[config.mk]
export PLATFORM = sky130hd
export DESIGN_NAME = subtrator_serial
export DESIGN_NICKNAME = d
export VERILOG_FILES = /design/src/rtl/subtrator_serial.sv
export SDC_FILE = /design/constraint.sdc
export NUM_CORES = 1
export LEC_CHECK = 0
export BUFFER_PORTS_ARGS = -buffer_cell sky130_fd_sc_hd__clkbuf_2
export CAP_MARGIN = 15
export CORE_MARGIN = 2
export CORE_UTILIZATION = 55
export CTS_CLUSTER_SIZE = 30
export DETAILED_ROUTE_END_ITERATION = 8
export PLACE_DENSITY_LB_ADDON = 0.2
export SLEW_MARGIN = 20
export SYNTH_ARGS = -nofsm -noshare
export SYNTH_HDL_FRONTEND = slang
export SYNTH_SLANG_ARGS = --single-unit
[constraint.sdc]
create_clock -name clk -period 1.85 [get_ports clk]
set_input_delay 0.0925 -clock clk [delete_from_list [all_inputs] [get_ports clk]]
set_output_delay 0.0925 -clock clk [all_outputs]
set_load 0.01 [all_outputs]
[src/rtl/subtrator_serial.sv]
// Bit-serial WIDTH-bit subtractor: one full-subtractor cell plus a registered
// borrow, LSB-first, one bit per clock, with a single-cycle done pulse.
module subtrator_serial #(
    parameter int WIDTH = 8
) (
    input  logic             clk,
    input  logic             rst_n,
    input  logic             start,
    input  logic [WIDTH-1:0] a,
    input  logic [WIDTH-1:0] b,
    input  logic             borrow_in,
    output logic             busy,
    output logic             done,
    output logic [WIDTH-1:0] diff,
    output logic             borrow_out
);

    localparam int CNT_W = $clog2(WIDTH + 1);

    typedef enum logic [1:0] {
        ST_IDLE  = 2'd0,
        ST_SHIFT = 2'd1,
        ST_DONE  = 2'd2
    } state_t;

    // Full-subtractor cell: returns {borrow_out, diff_bit}.
    function automatic logic [1:0] fs_cell(input logic x, input logic y, input logic bin);
        logic d_bit;
        logic b_bit;
        d_bit = x ^ y ^ bin;
        b_bit = (~x & y) | (~(x ^ y) & bin);
        return {b_bit, d_bit};
    endfunction

    state_t             state_q, state_d;
    logic [WIDTH-1:0]   a_sr_q, b_sr_q, work_q, diff_q;
    logic               br_q, borrow_out_q;
    logic [CNT_W-1:0]   cnt_q;
    logic               busy_q, busy_d, done_q, done_d;
    logic [1:0]         cell_res;
    logic [WIDTH-1:0]   work_next;
    logic               last_bit;
    logic               accept;

    assign cell_res  = fs_cell(a_sr_q[0], b_sr_q[0], br_q);
    assign work_next = {cell_res[0], work_q[WIDTH-1:1]};
    assign last_bit  = (cnt_q == CNT_W'(WIDTH - 1));
    assign accept    = (state_q == ST_IDLE) && start;

    // State register.
    always_ff @(posedge clk or negedge rst_n) begin
        if (!rst_n) begin
            state_q <= ST_IDLE;
        end else begin
            state_q <= state_d;
        end
    end

    // Next-state logic.
    always_comb begin
        state_d = state_q;
        case (state_q)
            ST_IDLE: begin
                if (start) begin
                    state_d = ST_SHIFT;
                end else begin
                    state_d = ST_IDLE;
                end
            end
            ST_SHIFT: begin
                if (last_bit) begin
                    state_d = ST_DONE;
                end else begin
                    state_d = ST_SHIFT;
                end
            end
            ST_DONE: state_d = ST_IDLE;
            default: state_d = ST_IDLE;
        endcase
    end

    // Output decode from the next state so busy/done come straight from flops.
    always_comb begin
        busy_d = 1'b0;
        done_d = 1'b0;
        case (state_d)
            ST_IDLE:  begin busy_d = 1'b0; done_d = 1'b0; end
            ST_SHIFT: begin busy_d = 1'b1; done_d = 1'b0; end
            ST_DONE:  begin busy_d = 1'b0; done_d = 1'b1; end
            default:  begin busy_d = 1'b0; done_d = 1'b0; end
        endcase
    end

    // Registered status outputs.
    always_ff @(posedge clk or negedge rst_n) begin
        if (!rst_n) begin
            busy_q <= 1'b0;
            done_q <= 1'b0;
        end else begin
            busy_q <= busy_d;
            done_q <= done_d;
        end
    end

    // Serial datapath; results are only committed on the final bit.
    always_ff @(posedge clk or negedge rst_n) begin
        if (!rst_n) begin
            a_sr_q       <= {WIDTH{1'b0}};
            b_sr_q       <= {WIDTH{1'b0}};
            work_q       <= {WIDTH{1'b0}};
            br_q         <= 1'b0;
            cnt_q        <= {CNT_W{1'b0}};
            diff_q       <= {WIDTH{1'b0}};
            borrow_out_q <= 1'b0;
        end else if (accept) begin
            a_sr_q <= a;
            b_sr_q <= b;
            br_q   <= borrow_in;
            cnt_q  <= {CNT_W{1'b0}};
        end else if (state_q == ST_SHIFT) begin
            a_sr_q <= a_sr_q >> 1;
            b_sr_q <= b_sr_q >> 1;
            br_q   <= cell_res[1];
            work_q <= work_next;
            cnt_q  <= cnt_q + CNT_W'(1);
            if (last_bit) begin
                diff_q       <= work_next;
                borrow_out_q <= cell_res[1];
            end else begin
                diff_q       <= diff_q;
                borrow_out_q <= borrow_out_q;
            end
        end else begin
            a_sr_q <= a_sr_q;
            b_sr_q <= b_sr_q;
        end
    end

    assign busy       = busy_q;
    assign done       = done_q;
    assign diff       = diff_q;
    assign borrow_out = borrow_out_q;

endmodule

==> reports/results.txt <==
Status -> finished, final reports clean
Share of layout cells above drive strength 1 -> 0.268
Post-synth EDFFs -> 0
Clock skew -> 0.00687 ns
Yosys reg bits -> 41
CTS buffer count -> 5
Post-layout util -> 0.686
Root Driver -> clkbuf_4
Leak -> 1.01 nW
DIE WIDTH -> 61.5 um
HP Class -> primary input to register
Row cnt -> 20
Number of cells after detailed placement -> 245
Worst skew pair latency -> 0.35 ns
Post-synth ARST share -> 1.00
Via count -> 1,391
Sequential Power Share -> 0.443
Critical path arrival -> 1.93 ns
Wire length on met2 -> 1.84 mm
Post_cts resized -> 0
Most used DFF post-synth -> dfrtp_1
Sw frac -> 0.370
Largest net degree at the start of global routing -> 42
Mean Syn Cell Area -> 10.6 um^2
CP peak stage delay -> 0.44 ns
WS Path Type -> register to register
Final setup fails -> 0
Largest area contributor in the netlist -> dfrtp_1
Area Overhead vs Synth -> 17.1%
NetSw -> 1.28 mW
Clk pwr share -> 0.161
Setup crit start kind -> register
Commonest cells post-synth -> dfrtp_1, nand2_1, o21ai_0, a21oi_1, nor2b_1
FMAX -> 597 MHz
Synth Net Count -> 194
DIE HEIGHT -> 61.5 um
Initial Util -> 0.586
Post-route ant nets -> 0
Final Net Count -> 231
Number of port buffers -> 30
Critical path buffers and inverters -> 0
Synth warn -> 0
Clk pin slew, worst setup/hold paths -> 0.12 ns
Fin. Hold Viols -> 0
First-pass GRT wire length -> 6.05 mm
Critical-path top delay cell -> nor3_4
Synth top area cells -> dfrtp_1, nor2b_1, a22oi_1
Clock Sinks -> 41
Max Cap Violations -> 0
P_int -> 2.18 mW
Uppermost routed layer -> met4
Vias in the first global route -> 1,371
Synth Cell Area -> 1820 um^2
Post-synth cell types -> 24
Crit path max-delay family -> simple AND/OR/NAND/NOR gates
Crit Path Max Fanout -> 10
Pwr/cell area -> 1620 nW/um^2
CTS tree -> built
Clock Path Buffers -> 2
Drt pass-1 iters -> 4
Core Region -> 3100 um^2
WL met3 -> 138 um
Routed wire length -> 3.55 mm
Sequential share of the synthesized area -> 0.564
ANT cells -> 0
Via-to-Cell Ratio -> 5.50
Worst slew margin -> 0.645
Setup crit end kind -> register
Fin cells -> 253
Fin crit share -> 0.906
Cell count after synthesis -> 172
CP required -> 2.10 ns
GRT Util Overall -> 0.222
Initial antenna violation count -> 0
DR iter-0 viols -> 85
Grt ovf -> 0
Gpl congestion -> 0.718
Critical path, cell by cell -> ha_1, nand2_1, nor3_4, mux2_2
I/O pin count -> 31
Worst VDD drop -> 0.696 mV
RSZ-0062 raised after global routing -> false
Setup TNS -> 0 ns
Avg WL per Cell -> 14.0 um
WHS -> 0.0228 ns
Max-slew violations -> 0
Gate power share -> 0.396
Fin crit period -> 1.68 ns
DIE AREA -> 3780 um^2
DP HPWL -> 2.43 mm
H-Tree Level Count -> 2
Drt drc -> 0
Count leader, synth -> dfrtp_1
Area share of the largest cell type after synthesis -> 0.564
Worst-Margin Slew -> 0.531 ns
M1 WL -> 1.52 mm
per-layer routing:
| layer | GRT usage | vias to the layer above |
|---|---|---|
| li1 | - | 673 |
| met1 | 0.260 | 680 |
| met2 | 0.383 | 31 |
| met3 | 0.0525 | 7 |
| met4 | 0.100 | 0 |
| met5 | 0 | - |
cell usage in the layout (no fill, tap or decap):
cell type      netlist  routed
dfrtp_1             41      41
clkbuf_2             0      30
nand2_1             26      26
o21ai_0             18      18
a21oi_1             17      17
nor2b_1             17      17
a22oi_1             14      14
buf_4                1       9
mux2_2               8       8
clkbuf_4             0       5
inv_1                3       3
a2bb2oi_1            3       3
mux2i_1              2       2
nand3_1              2       2
a22o_1               2       2
nand2b_2             1       1
nor3_4               1       1
nor2_1               1       1
o21bai_1             1       1
nor3_1               1       1
o311ai_0             1       1
nand2b_1             1       1
fa_1                 1       1
ha_1                 1       1
clkinv_2             0       1
bufinv_16            0       1
dlygate4sd3_1        0       1
repair_timing:
item                                    4_1_cts  5_1_grt
hold buffers                                  1        0
buffers inserted                              0        0
hold endpoints to repair                     41        0
endpoints found under the setup margin        0        0
kinds of logic after synthesis:
family,synth area share
compound gates,0.187
fa+ha+maj,0.0179
buf+inv,0.0309
flops,0.564
mux,0.0605
simple gates,0.140
power groups by stage:
stage	clock network, mW	logic, mW	registers [mW]
floorplan	0	0.902	1.55
global placement	0	1.31	1.52
detailed placement	0	1.37	1.56
CTS	0.569	1.38	1.54
global route	0.609	1.55	1.58
finish	0.556	1.37	1.53
final cells by class:
class	instances	area, um^2
Multi-Input combinational cell	118	737
Inverter	3	11.3
Clock inverter	2	35.0
Clock buffer	5	37.5
Sequential cell	41	1030
Tap cell	44	55.1
Fill cell	270	973
Timing Repair Buffer	40	228
final timing paths:
| check | from | to | slack, ns | cells after the start |
|---|---|---|---|---|
| setup / recovery | cnt_q[0] | diff[4] | 0.17 | 4 |
| hold / removal | b[3] | b_sr_q[3] | 0.02 | 3 |
| setup reg to reg | cnt_q[0] | diff[4] | 0.17 | 4 |
| hold reg to reg | work_q[1] | work_q[1] | 0.49 | 2 |
| max in group asynchronous | rst_n | a_sr_q[3] | 1.17 | 3 |
| min in group asynchronous | rst_n | cnt_q[2] | 0.33 | 3 |
tightest hold or removal path, cell delays in order:
cell	delay, ns
clkbuf_2	0.08
a21oi_1	0.05
o21ai_0	0.13
sequential cells by signal (all words and copies together), names as in the netlist:
signal	flops
a_sr_q	8
b_sr_q	8
diff	8
work_q	7
cnt_q	4
state_q	2
borrow_out	1
br_q	1
busy	1
done	1
stage by stage:
step,setup slack [ns],total power [mW],area (um^2)
finish,0.174,3.45,2130
global route,0.0864,3.74,2130
CTS,0.176,3.48,2130
detailed placement,0.188,2.93,2050
global placement,0.268,2.83,2050
floorplan,0.391,2.45,1820
Note: power is estimated with default switching activity, not from simulation.
